$ cat src/rtl/vid2is_frame_scheduler_pkg.sv
// Shared types and constants for the video-to-ImageStream frame scheduler.
package vid2is_sched_pkg;

    typedef enum logic [2:0] {
        ST_IDLE,
        ST_SYNC,
        ST_CTRL_HDR,
        ST_CTRL_DATA,
        ST_VID_HDR,
        ST_VID_DATA,
        ST_TRUNC
    } state_t;

    localparam logic [3:0] CTRL_TYPE    = 4'hF;
    localparam logic [3:0] VID_TYPE     = 4'h0;
    localparam int         CTRL_NIBBLES = 9;

endpackage

$ cat src/rtl/vid2is_frame_scheduler_if.sv
// Avalon-ST ImageStream source bundle (readyLatency 0).
interface vid2is_frame_scheduler_if #(
    parameter int DATA_WIDTH = 20
);
    logic [DATA_WIDTH-1:0] data;
    logic                  valid;
    logic                  sop;
    logic                  eop;
    logic                  ready;

    modport master (output data, valid, sop, eop, input ready);
    modport slave  (input data, valid, sop, eop, output ready);
endinterface

$ cat src/rtl/vid2is_ctrl_packet_gen.sv
// Maps a control-packet beat index onto its payload nibble; the last
// beat carries the interlace/field flags and marks end of packet.
module vid2is_ctrl_packet_gen
    import vid2is_sched_pkg::*;
(
    input  logic [15:0] width,
    input  logic [15:0] lines,
    input  logic        interlaced,
    input  logic        field,
    input  logic [3:0]  idx,
    output logic [3:0]  nibble,
    output logic        last
);

    // Width and line count go out most-significant nibble first
    always_comb begin
        nibble = 4'h0;
        case (idx)
            4'd0: nibble = width[15:12];
            4'd1: nibble = width[11:8];
            4'd2: nibble = width[7:4];
            4'd3: nibble = width[3:0];
            4'd4: nibble = lines[15:12];
            4'd5: nibble = lines[11:8];
            4'd6: nibble = lines[7:4];
            4'd7: nibble = lines[3:0];
            4'd8: nibble = {interlaced, field, 2'b00};
            default: nibble = 4'h0;
        endcase
    end

    assign last = (idx == 4'(CTRL_NIBBLES - 1));

endmodule

$ cat src/rtl/vid2is_frame_scheduler.sv
// Outgoing sequencer: waits for a field start in the pixel FIFO, sends a
// control packet with the latched resolution, then streams the field.
// Overflow truncates the field with a single EOP beat and resynchronises.
module vid2is_frame_scheduler
    import vid2is_sched_pkg::*;
#(
    parameter int DATA_WIDTH     = 20,
    parameter int DROP_CNT_WIDTH = 8
) (
    input  logic                      clk,
    input  logic                      rst,
    input  logic                      enable,
    input  logic                      resolution_valid,
    input  logic                      is_interlaced,
    input  logic [15:0]               active_samples,
    input  logic [15:0]               active_lines_f0,
    input  logic [15:0]               active_lines_f1,
    input  logic [DATA_WIDTH-1:0]     fifo_data,
    input  logic                      fifo_sof,
    input  logic                      fifo_field,
    input  logic                      fifo_empty,
    output logic                      fifo_rd,
    input  logic                      overflow_sticky,
    vid2is_frame_scheduler_if.master  src,
    output logic                      is_output_enable,
    output logic [DROP_CNT_WIDTH-1:0] dropped_fields
);

    state_t                state;
    logic [15:0]           lat_width;
    logic [15:0]           lat_lines;
    logic                  lat_interlaced;
    logic                  lat_field;
    logic [3:0]            beat_idx;
    logic [15:0]           sample_cnt;
    logic [15:0]           line_cnt;

    logic [15:0]           sel_lines;
    logic                  start_ok;
    logic                  sof_ready;
    logic [3:0]            ctrl_nibble;
    logic                  ctrl_last;
    logic                  last_sample;
    logic                  last_line;
    logic                  beat_valid;
    logic                  beat_sop;
    logic                  beat_eop;
    logic [DATA_WIDTH-1:0] beat_data;
    logic                  accept;

    function automatic logic [DROP_CNT_WIDTH-1:0] sat_inc(input logic [DROP_CNT_WIDTH-1:0] v);
        return (&v) ? v : v + 1'b1;
    endfunction

    assign sel_lines   = (fifo_field & is_interlaced) ? active_lines_f1 : active_lines_f0;
    assign start_ok    = enable & resolution_valid & (active_samples != 16'd0) & (sel_lines != 16'd0);
    assign sof_ready   = ~fifo_empty & fifo_sof & ~overflow_sticky;
    assign last_sample = (sample_cnt == lat_width - 16'd1);
    assign last_line   = (line_cnt == lat_lines - 16'd1);
    assign accept      = beat_valid & src.ready;

    vid2is_ctrl_packet_gen u_ctrl (
        .width      (lat_width),
        .lines      (lat_lines),
        .interlaced (lat_interlaced),
        .field      (lat_field),
        .idx        (beat_idx),
        .nibble     (ctrl_nibble),
        .last       (ctrl_last)
    );

    // Source beat and FIFO pop decode; video beats pass straight from the FIFO head
    always_comb begin
        fifo_rd    = 1'b0;
        beat_valid = 1'b0;
        beat_sop   = 1'b0;
        beat_eop   = 1'b0;
        beat_data  = '0;
        case (state)
            ST_SYNC: fifo_rd = ~fifo_empty & ~fifo_sof;
            ST_CTRL_HDR: begin
                beat_valid     = 1'b1;
                beat_sop       = 1'b1;
                beat_data[3:0] = CTRL_TYPE;
            end
            ST_CTRL_DATA: begin
                beat_valid     = 1'b1;
                beat_eop       = ctrl_last;
                beat_data[3:0] = ctrl_nibble;
            end
            ST_VID_HDR: begin
                beat_valid     = 1'b1;
                beat_sop       = 1'b1;
                beat_data[3:0] = VID_TYPE;
            end
            ST_VID_DATA: begin
                // Overflow withholds the head word so the truncation beat ends the packet cleanly
                beat_valid = ~fifo_empty & ~overflow_sticky;
                beat_eop   = last_sample & last_line;
                beat_data  = fifo_data;
                fifo_rd    = beat_valid & src.ready;
            end
            ST_TRUNC: begin
                beat_valid = 1'b1;
                beat_eop   = 1'b1;
            end
            default: ;
        endcase
    end

    assign src.valid = beat_valid;
    assign src.sop   = beat_sop;
    assign src.eop   = beat_eop;
    assign src.data  = beat_data;

    // Packet sequencing, resolution latch, pixel/line counting and drop count
    always_ff @(posedge clk) begin
        if (rst) begin
            state            <= ST_IDLE;
            beat_idx         <= 4'd0;
            sample_cnt       <= 16'd0;
            line_cnt         <= 16'd0;
            dropped_fields   <= '0;
            is_output_enable <= 1'b0;
        end else begin
            is_output_enable <= (state != ST_IDLE);
            case (state)
                ST_IDLE: if (start_ok) state <= ST_SYNC;
                ST_SYNC: begin
                    if (!enable) begin
                        state <= ST_IDLE;
                    end else if (sof_ready) begin
                        lat_width      <= active_samples;
                        lat_lines      <= sel_lines;
                        lat_interlaced <= is_interlaced;
                        lat_field      <= fifo_field;
                        state          <= ST_CTRL_HDR;
                    end
                end
                ST_CTRL_HDR: if (accept) begin
                    beat_idx <= 4'd0;
                    state    <= ST_CTRL_DATA;
                end
                ST_CTRL_DATA: if (accept) begin
                    if (ctrl_last) state <= ST_VID_HDR;
                    else           beat_idx <= beat_idx + 4'd1;
                end
                ST_VID_HDR: if (accept) begin
                    sample_cnt <= 16'd0;
                    line_cnt   <= 16'd0;
                    state      <= ST_VID_DATA;
                end
                ST_VID_DATA: begin
                    if (overflow_sticky) begin
                        state <= ST_TRUNC;
                    end else if (accept) begin
                        if (beat_eop) begin
                            state <= enable ? ST_SYNC : ST_IDLE;
                        end else if (last_sample) begin
                            sample_cnt <= 16'd0;
                            line_cnt   <= line_cnt + 16'd1;
                        end else begin
                            sample_cnt <= sample_cnt + 16'd1;
                        end
                    end
                end
                ST_TRUNC: if (accept) begin
                    dropped_fields <= sat_inc(dropped_fields);
                    state          <= enable ? ST_SYNC : ST_IDLE;
                end
                default: state <= ST_IDLE;
            endcase
        end
    end

endmodule

$ cat src/flat_wrapper.sv
// flat-port wrapper written by rule: the top's interface ports become plain ports
module vid2is_frame_scheduler_flat import vid2is_sched_pkg::*;
#(
    parameter int DATA_WIDTH     = 20,
    parameter int DROP_CNT_WIDTH = 8
)
  (clk, rst, enable, resolution_valid, is_interlaced, active_samples, active_lines_f0, active_lines_f1, fifo_data, fifo_sof, fifo_field, fifo_empty, fifo_rd, overflow_sticky, is_output_enable, dropped_fields, src_data, src_valid, src_sop, src_eop, src_ready);
  vid2is_frame_scheduler_if #(.DATA_WIDTH(DATA_WIDTH)) src_i ();
  input  logic clk;
  input  logic rst;
  input  logic enable;
  input  logic resolution_valid;
  input  logic is_interlaced;
  input  logic [15:0] active_samples;
  input  logic [15:0] active_lines_f0;
  input  logic [15:0] active_lines_f1;
  input  logic [DATA_WIDTH-1:0] fifo_data;
  input  logic fifo_sof;
  input  logic fifo_field;
  input  logic fifo_empty;
  output logic fifo_rd;
  input  logic overflow_sticky;
  output logic is_output_enable;
  output logic [DROP_CNT_WIDTH-1:0] dropped_fields;
  output wire logic [$bits(src_i.data)-1:0] src_data;
  output wire logic [$bits(src_i.valid)-1:0] src_valid;
  output wire logic [$bits(src_i.sop)-1:0] src_sop;
  output wire logic [$bits(src_i.eop)-1:0] src_eop;
  input wire logic [$bits(src_i.ready)-1:0] src_ready;
  assign src_data = src_i.data;
  assign src_valid = src_i.valid;
  assign src_sop = src_i.sop;
  assign src_eop = src_i.eop;
  assign src_i.ready = src_ready;
  vid2is_frame_scheduler #(.DATA_WIDTH(DATA_WIDTH), .DROP_CNT_WIDTH(DROP_CNT_WIDTH)) u_core (.clk(clk), .rst(rst), .enable(enable), .resolution_valid(resolution_valid), .is_interlaced(is_interlaced), .active_samples(active_samples), .active_lines_f0(active_lines_f0), .active_lines_f1(active_lines_f1), .fifo_data(fifo_data), .fifo_sof(fifo_sof), .fifo_field(fifo_field), .fifo_empty(fifo_empty), .fifo_rd(fifo_rd), .overflow_sticky(overflow_sticky), .src(src_i), .is_output_enable(is_output_enable), .dropped_fields(dropped_fields));
endmodule
$ cat config.mk
export PLATFORM = sky130hd
export DESIGN_NAME = vid2is_frame_scheduler_flat
export DESIGN_NICKNAME = d
export VERILOG_FILES = /design/src/rtl/vid2is_frame_scheduler_pkg.sv /design/src/rtl/vid2is_frame_scheduler_if.sv /design/src/rtl/vid2is_ctrl_packet_gen.sv /design/src/rtl/vid2is_frame_scheduler.sv /design/src/flat_wrapper.sv
export SDC_FILE = /design/constraint.sdc
export NUM_CORES = 1
export LEC_CHECK = 0
export ABC_AREA = 1
export BUFFER_PORTS_ARGS = -buffer_cell sky130_fd_sc_hd__buf_2
export CAP_MARGIN = 40
export CORE_AREA = 3 3 111 113
export DETAILED_ROUTE_END_ITERATION = 12
export DIE_AREA = 0 0 114 116
export PLACE_DENSITY = 0.72
export SYNTH_ARGS = -nofsm -noshare
export SYNTH_HDL_FRONTEND = slang
export SYNTH_HIERARCHICAL = 1
export SYNTH_SLANG_ARGS = --single-unit
$ cat constraint.sdc
create_clock -name clk -period 8.95 [get_ports clk]
set_input_delay 0.895 -clock clk [delete_from_list [all_inputs] [get_ports clk]]
set_output_delay 0.895 -clock clk [all_outputs]
set_load 0.01 [all_outputs]
==> results.sh <==
export IMPL_status="complete, no violations"
export IMPL_p_leak_nw=3.077
export IMPL_syn_to_final_growth_pct=15.98
export IMPL_vdd_drop_max_uv=87.47
export IMPL_cp_num_buf_inv=2
export IMPL_syn_num_nets=963
export IMPL_slew_viol_final=0
export IMPL_async_flop_share=0
export IMPL_synth_cells=879
export IMPL_cts_tree="built"
export IMPL_cts_sinks=82
export IMPL_highest_layer="met4"
export IMPL_drc=0
export IMPL_worst_pin_slew_ns=0.8486
export IMPL_drive_gt1_frac=0.1604
export IMPL_place_congestion=0.9012
export IMPL_wl_met3_um=807
export IMPL_crit_type="flop to primary output"
export IMPL_dieArea_um2=13220
export IMPL_cts_made_buffers=9
export IMPL_avgSynthCellArea_um2=6.512
export IMPL_first_iter_violations=393
export IMPL_period_share=0.3844
export IMPL_overflow=0
export IMPL_crit_path_max_fanout=13
export IMPL_core_um2=11420
export IMPL_finClkSkew_ns=0.008077
export IMPL_antenna_diode_count=0
export IMPL_yosys_warnings=6
export IMPL_antenna_found_initial=0
export IMPL_cts_htree_levels=3
export IMPL_slew_headroom=0.4337
export IMPL_p_per_area_nw_per_um2=159.4
export IMPL_root_buffer="clkbuf_16"
export IMPL_finalHoldViolCount=0
export IMPL_drt_wirelength_per_cell_um=13.26
export IMPL_cp_start_kind="flop"
export IMPL_fin_nets=1065
export IMPL_clkTransAtPathRegs_ns=0.06
export IMPL_min_period_ns=3.440
export IMPL_ff2ff_setup_slack_ns=5.70
export IMPL_first_pass_iters=6
export IMPL_max_clock_path_buffers=2
export IMPL_setup_ws_ns=5.510
export IMPL_wl_met2_um=7603
export IMPL_post_cts_setup_buffers=0
export IMPL_chipHeight_um=116
export IMPL_ioPinCount=111
export IMPL_maxCapViolCount=0
export IMPL_num_fill_cells=1144
export IMPL_dieWidth_um=114
export IMPL_hold_buffers=0
export IMPL_rows=39
export IMPL_synth_seq_area_share=0.3462
export IMPL_path_cells="inv_2 -> nor2_2 -> nand2_1 -> nor2_1 -> nand2_1 -> nor2_1 -> nand2_1 -> nor2_1 -> nand2_1 -> nor2_1 -> nand2_1 -> nand3_1 -> buf_2"
export IMPL_routed_wirelength_um=14960
export IMPL_portBuffers=110
export IMPL_required_ns=8.06
export IMPL_clk_latency_ns=0.34
export IMPL_synth_distinct_cells=43
export IMPL_grt_use_total=0.2303
export IMPL_synth_edf_count=34
export IMPL_worstPathArrival_ns=2.55
export IMPL_initial_core_util=0.5013
export IMPL_cp_slowest_cell="dfxtp_1"
export IMPL_crit_top_cell="nand2_1"
export IMPL_endpoint_kind="primary output"
export IMPL_grt_pass1_wl_um=24520
export IMPL_slowest_delay_ns=0.47
export IMPL_synth_main_ff_cell="dfxtp_1"
export IMPL_dpl_hpwl_um=11860
export IMPL_viasPerCell=5.081
export IMPL_finalSetupViolCount=0
export IMPL_ctsResizeCount=0
export IMPL_finalSetupTns_ns=0
export IMPL_drt_met1_wl_um=6313
export IMPL_dpl_worst_slack_ns=5.782
export IMPL_rsz0062_at_grt="false"
export IMPL_antenna_left=0
export IMPL_hold_class="flop to flop"
export IMPL_max_freq_mhz=290.7
export IMPL_crit_family="simple AND/OR/NAND/NOR gates"
export IMPL_grt_pass1_vias=5287
export IMPL_synth_area_um2=5724
export IMPL_vias=5731
export IMPL_grt_max_degree=35
export IMPL_synth_seq_cells=82
[cell usage in the layout (no fill, tap or decap), types with 21 or more instances in the layout]
cell	n
a21oi_1	31
buf_2	110
dfxtp_1	48
edfxtp_1	34
inv_1	104
nand2_1	259
nand3_1	87
nor2_1	135
o21ai_0	21
xor2_1	34
[layout make-up]
class	instances	area, µm²	share of cell area
clock buffer	9	225.2	0.03392
sequential	82	1982	0.2985
inverter	113	424.2	0.06389
timing repair buffer	111	558.0	0.08406
clock inverter	6	48.80	0.007350
tap	143	178.9	0.02695
multi-input combinational	664	3222	0.4853
[worst reg2reg max path, stage by stage (launching register included)]
cell     delay, ns
dfxtp_1       0.47
inv_2         0.07
nor2_2        0.46
nand2_1       0.12
nor2_1        0.12
nand2_1       0.06
nor2_1        0.08
nand2_1       0.07
nor2_1        0.11
nand2_1       0.06
nor2_1        0.19
nand2_1       0.11
nand2_1       0.30
inv_2         0.20
nand2_4       0.24
nand2_2       0.23
inv_1         0.14
nand2_1       0.06
a21oi_1       0.10
[cells by family after synthesis]
| family | after synthesis | share of synthesized area |
|---|---|---|
| AND/OR/NAND/NOR | 552 | 0.4205 |
| buffers and inverters | 133 | 0.09180 |
| flip-flops | 82 | 0.3462 |
| AO/OA/AOI/OAI | 62 | 0.06011 |
| XOR/XNOR | 42 | 0.06426 |
| adder cells (fa/ha/maj) | 6 | 0.01311 |
| multiplexers | 2 | 0.003934 |
[power breakdown]
group	internal, mW	switching, mW
sequential	0.405	0.0164
combinational	0.0900	0.198
clock	0.210	0.139
[layer usage]
layer  vias to the layer above  global-route usage
met5                         -                   0
li1                       3014                   -
met3                        17             0.04230
met4                         0             0.06413
met2                       148              0.4130
met1                      2552              0.2836
[synth_stat cells, drive strengths merged (13+ instances only)]
cell type / instances / area (µm²)
xor2: 34 / 297.8
nor4: 13 / 81.33
clkbuf: 13 / 50.04
o21ai: 22 / 110.1
a21oi: 31 / 155.2
nand3: 89 / 455.4
nand2: 263 / 1002
nor3: 17 / 95.09
nor2: 148 / 613.1
inv: 112 / 420.4
dfxtp: 48 / 960.9
edfxtp: 34 / 1021
[state kept, by name, indices dropped and copies added (netlist names)]
signal                   count
u_core/lat_width            16
u_core/lat_lines            16
u_core/is_output_enable      1
u_core/dropped_fields        8
u_core/lat_field             1
u_core/line_cnt             16
u_core/state                 3
u_core/lat_interlaced        1
u_core/sample_cnt           16
u_core/beat_idx              4
[path summary, 6_finish.rpt]
| path | from | to | cells past startpoint |
|---|---|---|---|
| worst max-delay path | u_core/state[2]$_SDFFE_PP0P_ | src_eop | 13 |
| worst min-delay path | u_core/dropped_fields[7]$_SDFFE_PP0P_ | u_core/dropped_fields[7]$_SDFFE_PP0P_ | 2 |
| worst max register to register | u_core/state[2]$_SDFFE_PP0P_ | u_core/sample_cnt[7]$_SDFFE_PP0P_ | 18 |
| worst min register to register | u_core/dropped_fields[7]$_SDFFE_PP0P_ | u_core/dropped_fields[7]$_SDFFE_PP0P_ | 2 |
[per-stage QoR]
step	instance area [µm²]	util	total power [mW]	hold WS (ns)	cells
2_1_floorplan	5724	-	0.6303	0.4673	879
3_3_place_gp	6365	0.5574	0.7158	0.4861	1113
3_5_place_dp	6365	0.5574	0.7171	0.4834	1113
4_1_cts	6639	0.5814	1.067	0.4953	1128
5_1_grt	6639	0.5814	1.126	0.5185	1128
6_report	6639	0.5814	1.058	0.4889	1128
Power figures use the tool's default switching activity.
